## config.mk

```make
export PLATFORM = sky130hd
export DESIGN_NAME = mem_sram36
export DESIGN_NICKNAME = d
export VERILOG_FILES = /design/src/rtl/mem_sram36.sv
export SDC_FILE = /design/constraint.sdc
export NUM_CORES = 1
export LEC_CHECK = 0
export CORE_MARGIN = 5
export CORE_UTILIZATION = 41
export CTS_CLUSTER_DIAMETER = 100
export CTS_CLUSTER_SIZE = 40
export DETAILED_ROUTE_END_ITERATION = 12
export PLACE_DENSITY = 0.76
export SETUP_SLACK_MARGIN = 0.15
export SYNTH_ARGS = -nofsm -noshare
export SYNTH_HDL_FRONTEND = slang
export SYNTH_SLANG_ARGS = --single-unit
```

## constraint.sdc

```tcl
create_clock -name clk -period 1.7 [get_ports clk]
set_input_delay 0.17 -clock clk [delete_from_list [all_inputs] [get_ports clk]]
set_output_delay 0.17 -clock clk [all_outputs]
set_load 0.01 [all_outputs]
```

## src/rtl/mem_sram36.sv

```systemverilog
// Cache MEM-port responder: serves 36-bit word reads/writes from an 18-bit SRAM
// as two half-word accesses, and pulses NXM for addresses past installed memory.
module mem_sram36 #(
    parameter int MEMWORDS = 262144,
    parameter int SRAM_AW  = 19,
    parameter int RD_LAT   = 1
) (
    input  logic               clk,
    input  logic               reset,
    input  logic [14:35]       mem_addr,
    input  logic [0:35]        mem_write_data,
    input  logic               mem_read,
    input  logic               mem_write,
    output logic [0:35]        mem_read_data,
    output logic               mem_read_ack,
    output logic               mem_write_ack,
    output logic               mem_nxm,
    output logic [SRAM_AW-1:0] sram_addr,
    output logic [17:0]        sram_wdata,
    input  logic [17:0]        sram_rdata,
    output logic               sram_en,
    output logic               sram_we
);

    typedef enum logic [3:0] {
        IDLE, RHI, RWH, RLO, RWL, WHI, WLO, ACK, NXM
    } state_t;

    localparam logic [2:0] LAT = 3'(RD_LAT);

    state_t             state;
    logic [SRAM_AW-2:0] word;
    logic [0:35]        wdata;
    logic [2:0]         cnt;
    logic [21:0]        addr;
    logic               nxm_addr;

    assign addr     = mem_addr;
    assign nxm_addr = 32'(addr) >= 32'(MEMWORDS);

    always_ff @(posedge clk) begin
        if (!reset) begin
            state         <= IDLE;
            word          <= '0;
            wdata         <= '0;
            cnt           <= '0;
            mem_read_data <= '0;
            mem_read_ack  <= 1'b0;
            mem_write_ack <= 1'b0;
            mem_nxm       <= 1'b0;
            sram_addr     <= '0;
            sram_wdata    <= '0;
            sram_en       <= 1'b0;
            sram_we       <= 1'b0;
        end else begin
            // Strobes and pulses are one-cycle unless a state re-asserts them
            mem_read_ack  <= 1'b0;
            mem_write_ack <= 1'b0;
            mem_nxm       <= 1'b0;
            sram_en       <= 1'b0;
            sram_we       <= 1'b0;
            unique case (state)
                IDLE: begin
                    if (mem_read || mem_write) begin
                        word  <= addr[SRAM_AW-2:0];
                        wdata <= mem_write_data;
                        if (nxm_addr) begin
                            state   <= NXM;
                            mem_nxm <= 1'b1;
                        end else if (mem_read) begin
                            state     <= RHI;
                            sram_en   <= 1'b1;
                            sram_addr <= {addr[SRAM_AW-2:0], 1'b0};
                        end else begin
                            state      <= WHI;
                            sram_en    <= 1'b1;
                            sram_we    <= 1'b1;
                            sram_addr  <= {addr[SRAM_AW-2:0], 1'b0};
                            sram_wdata <= mem_write_data[0:17];
                        end
                    end
                end
                RHI: begin
                    state <= RWH;
                    cnt   <= LAT;
                end
                RWH: begin
                    if (cnt == 3'd1) begin
                        mem_read_data[0:17] <= sram_rdata;
                        state     <= RLO;
                        sram_en   <= 1'b1;
                        sram_addr <= {word, 1'b1};
                    end else begin
                        cnt <= cnt - 3'd1;
                    end
                end
                RLO: begin
                    state <= RWL;
                    cnt   <= LAT;
                end
                RWL: begin
                    if (cnt == 3'd1) begin
                        mem_read_data[18:35] <= sram_rdata;
                        state        <= ACK;
                        mem_read_ack <= 1'b1;
                    end else begin
                        cnt <= cnt - 3'd1;
                    end
                end
                WHI: begin
                    state      <= WLO;
                    sram_en    <= 1'b1;
                    sram_we    <= 1'b1;
                    sram_addr  <= {word, 1'b1};
                    sram_wdata <= wdata[18:35];
                end
                WLO: begin
                    state         <= ACK;
                    mem_write_ack <= 1'b1;
                end
                ACK:     state <= IDLE;
                NXM:     state <= IDLE;
                default: state <= IDLE;
            endcase
        end
    end

endmodule

```

* Word level (Yosys, flattened, before mapping)
Index checks and enable logic that the tools add are counted.
Operators by class: add/subtract/negate cells 1, order comparisons 1, eq/ne operators 13, multiplexer cells 26, reductions and logical operators 16
Operators with widths (number):
- $mux 19 | 3
- $pmux 19 s3 | 1
- $mux 18 | 3
- $pmux 18 s2 | 1
- $pmux 4 s7 | 1
- $ge 22x19->1 const B | 1
- $mux 4 | 4
- $eq 4x3->1 const B | 3
- $ne 2x2->1 const B | 6
- $reduce_and 2->1 | 5
- $eq 4x2->1 const B | 2
- $mux 1 | 8
- $reduce_and 4->1 | 2
- $mux 3 | 2
- $pmux 3 s2 | 1
- $reduce_and 3->1 | 2
- $eq 4x1->1 const B | 1
- $logic_not 4->1 | 1
- $reduce_bool 2->1 | 2
- $reduce_or 2->1 | 2
- $eq 3x1->1 const B | 1
- $pmux 1 s3 | 1
- $reduce_bool 3->1 | 1
- $sub 3x1->3 const B | 1
- other kinds (2) | 2
Storage, ports and cells: flip-flop bits (word level) 121, output and inout bits 78, word-level logic and storage cells 70

* Longest topological paths before layout
depth after elaboration 4, mapped depth 10

* Worst setup path after synthesis
Ideal clock, no wire load.
path kind register -> register, start point register cnt[0], end point register mem_read_data[3] (netlist bit), setup time 0.070 ns, arrival time 1.743 ns, required time 1.630 ns, setup slack -0.113 ns, cell stages (with the launch flop) 9, clock period less this slack 1.813 ns, cell sequence dfxtp_1 > ha_1 > nor2b_1 > clkbuf_1 > and3_1 > clkbuf_1 > clkbuf_1 > nand2_1 > a21oi_1
Between the ends: cells in the longest elaborated chain, start to end 2
Ends and longest elaborated chain:
- start: declaration | RTL line 34 | logic [2:0] cnt;
- start signal: assignment | RTL line 94 | cnt <= cnt - 3'd1;
- start signal: assignment | RTL line 107 | cnt <= cnt - 3'd1;
- $eq 3x1->1 | RTL line 88 | if (cnt == 3'd1) begin
- $reduce_and 2->1 (no line)
- end: declaration | RTL line 14 | output logic [0:35] mem_read_data,
Every way passes these cells. A chain may end at the register's enable or synchronous reset.

* Worst setup path in the final report
start point input port mem_addr[17] (netlist bit), end point register sram_wdata[17]
Between the ends: cells in the longest elaborated chain, start to end 3
Ends and longest elaborated chain:
- start: declaration | RTL line 10 | input logic [14:35] mem_addr,
- $ge 22x19->1 | RTL line 39 | assign nxm_addr = 32'(addr) >= 32'(MEMWORDS);
- $ne 2x2->1 (no line)
- $reduce_and 4->1 (no line)
- end signal: assignment | RTL line 79 | sram_wdata <= mem_write_data[0:17];
- end signal: assignment | RTL line 115 | sram_wdata <= wdata[18:35];
- end: declaration | RTL line 19 | output logic [17:0] sram_wdata,
Every way passes these cells.

==> run metrics <==
type of origin of the critical path input pin; initial core utilization 41.5%; min-delay worst type in -> reg; IO Pins about 160; WP data required 2.01 ns; aggregate global-route resource usage 21.3%; Cells after DPL 837; final hold viol count 0; Simple-Gate Fraction of Synth Area 19.0%; initial antenna violation count 0; Setup WS post-layout -0.00256 ns; 1st-pass router iterations 5; Final setup viols 2; post-synth top area share between 50% and 60%; top cell type by total area after synthesis dfxtp_1; arrival time worst endpoint 2.02 ns; Worst Setup Path Type in -> reg; worst setup path end sram_wdata[17]; Worst R2R Path Depth 7; asr flop ratio synth 0%; Slew headroom between 50% and 60%; Lkg Pwr around 3.7 nW; mux cell area share after synthesis slightly below 8%; yosys warns 0; CTS tree done; Post-synth EDFFs 0; Final Wtd Congestion about 0.79; worst-margin pin slew 0.662 ns; Power Dens Cells ~1000 nW/um^2; layout cells sized above 1 34.9%; status finished, violations left; HPWL Detailed 9160 um; post-route ant nets 0; Clock Sink Count around 120; R2R Path End sram_addr[2]; RSZ-0062 raised after global routing yes; r2r setup slk -0.003 ns; number of distinct library cells after synthesis 33; Worst Setup SP mem_addr[17]; Synth Area in Adders 0.535%; commonest cells in the netlist nand2_1 (152), dfxtp_1 (121), a21oi_1 (73); average cell area after synthesis 8.47 um^2; fin nets 837; vias in the first global route 4714; largest net degree at the start of global routing 67; top post-synthesis cells by area dfxtp_1 (52%), nand2_1 (12%), a21oi_1 (7.8%), mux2i_1 (7.7%), a211oi_1 (5.8%); post-layout min period 1.70 ns; post-synthesis sequential area ratio 51.8%; DRC viols 0; final std cells w/o fill 911; worst flop-to-flop path startpoint state[0]; syn_nets 634; Die X 117 um; violated checks negative setup slack; peak supply drop 554 uV; Clock Path Buffers 2; synthesized area 4670 um^2; Power Total 8.69 mW; top achievable clock speed between 500 and 600 MHz; global-route wire length before repair roughly 23000 um; Worst Hold Launch mem_write_data[34]; Main synth FF type dfxtp_1; area share of xor/xnor cells in the synthesized design less than 1%; Worst-Skew Late Latency slightly above 0.4 ns; Post-CTS Hold Buffers 0; CP Capture Type register; DR WL/cell 19.2 um; GRT overflow 0; skew final 0.0104 ns; Clk Tree Root Cell clkbuf_16; synthesized instance count 552; via/cell ratio roughly 5.3; H-tree levels 4; Compound-Gate Fraction of Synth Area 16.0%; Std-Cell Rows 39; area added between synthesis and finish 87.7%; fin. max-slew vios 0; core occupancy in the finished layout 77.8%; Reg clk slew, reported paths around 0.06 ns; MaxCap Viol Count 0; Chip Height 117 um; ant diodes 0; I/O Buffers between 150 and 200; largest family of logic cells by synthesized area simple AND/OR/NAND/NOR gates; fin crit share 100%; CTS Buf Count 17; core area 11300 um^2; CP Max Fanout 6; 1st-iter DRT viols 279; FF+latch count, synth 121; DIE AREA about 14000 um^2; via count between 4000 and 5000; total wire length roughly 18000 um; count leader, synth nand2_1
[area by class of cell]
class,instances,area [um^2]
multi-input combinational,384,2880
timing repair buffer,227,2660
fill,681,2500
sequential,121,2440
clock buffer,19,453
tap,143,179
clock inverter,13,144
inverter,4,16.3
[critical path, cell delays in order]
cell and delay (ns):
dlygate4sd2_1 0.24, or4_4 0.54, buf_4 0.17, nor2_1 0.12, a31o_4 0.30, clkbuf_16 0.20, nor2_4 0.05, a211oi_2 0.23
[placed cells by master (no fill, tap or decap), types with 3 or more instances in the layout]
cell | synthesis | final
clkdlybuf4s50_1 | 0 | 141
dlygate4sd2_1 | 0 | 5
nor2_1 | 48 | 19
clkinvlp_4 | 0 | 4
dfxtp_1 | 121 | 115
buf_6 | 1 | 10
dlymetal6s2s_1 | 0 | 11
clkinv_4 | 0 | 3
and3_1 | 7 | 3
nand2_1 | 152 | 107
a21oi_2 | 0 | 36
dfxtp_4 | 0 | 4
and3_4 | 0 | 4
mux2i_2 | 0 | 3
a211oi_1 | 36 | 13
nand2_4 | 0 | 30
mux2i_1 | 36 | 33
nor2b_4 | 0 | 3
buf_4 | 4 | 26
clkbuf_16 | 0 | 26
nor2_4 | 0 | 21
nand2_2 | 0 | 15
buf_16 | 0 | 7
a211oi_2 | 2 | 24
o21a_1 | 3 | 3
a21oi_1 | 73 | 36
nor2_2 | 0 | 8
clkinv_2 | 0 | 3
buf_12 | 0 | 16
nand3_1 | 3 | 3
[power breakdown]
part	total, mW	switching, mW	internal, mW
Sequential	3.19	0.145	3.04
Clock	3.60	1.36	2.24
Combinational	1.90	0.860	1.04
[worst min path at each step]
stage / end / slack, ns / cells after the start
after floorplan: wdata[18] / 0.31 / 2
after global placement: mem_read_data[7] / 0.44 / 2
after detailed placement: mem_read_data[12] / 0.45 / 2
after CTS: wdata[23] / 0.31 / 3
after global routing: wdata[35] / 0.31 / 3
final: wdata[34] / 0.32 / 3
[sequential cells by signal (all words and copies together), names as in the netlist]
signal         cells
sram_we            1
sram_wdata        18
mem_read_ack       1
sram_addr         19
mem_read_data     36
word              18
wdata             18
mem_nxm            1
cnt                3
mem_write_ack      1
sram_en            1
state              4
[cell families after synthesis]
| family | count (synthesis) |
|---|---|
| and+or+nand+nor | 222 |
| AOI/OAI and AO/OA | 122 |
| DFF | 121 |
| buffers and inverters | 47 |
| muxes | 36 |
| xor gates and xnor gates | 2 |
| adders and majority gates | 2 |
[layer usage]
layer	vias up	part of all wire [%]	track usage, %
met2	163	52	36.4
li1	2292	-	-
met4	0	1.2	6.04
met1	2361	39	24.9
met5	-	0	0
met3	23	7.7	8.59
[through the flow]
| stage | area [um^2] | worst slack, ns | TNS (ns) | hold WS (ns) |
|---|---|---|---|---|
| 2_1_floorplan | 4930 | -0.000285 | -0.000285 | 0.306 |
| 3_3_place_gp | 6770 | -0.453 | -15.89 | 0.438 |
| 3_5_place_dp | 6770 | -0.546 | -17.40 | 0.447 |
| 4_1_cts | 7890 | 0.0255 | 0 | 0.305 |
| 5_1_grt | 8770 | -0.0949 | -0.748 | 0.311 |
| 6_report | 8770 | -0.00256 | -0.00443 | 0.316 |
[repair_timing]
item                       in CTS  in global routing
gates cloned                    7                 12
setup endpoints to repair      82                123
buffers inserted               18                  5
gates resized for setup        54                161
pin swaps                      15                 76
Note: power is estimated with default switching activity, not from simulation.
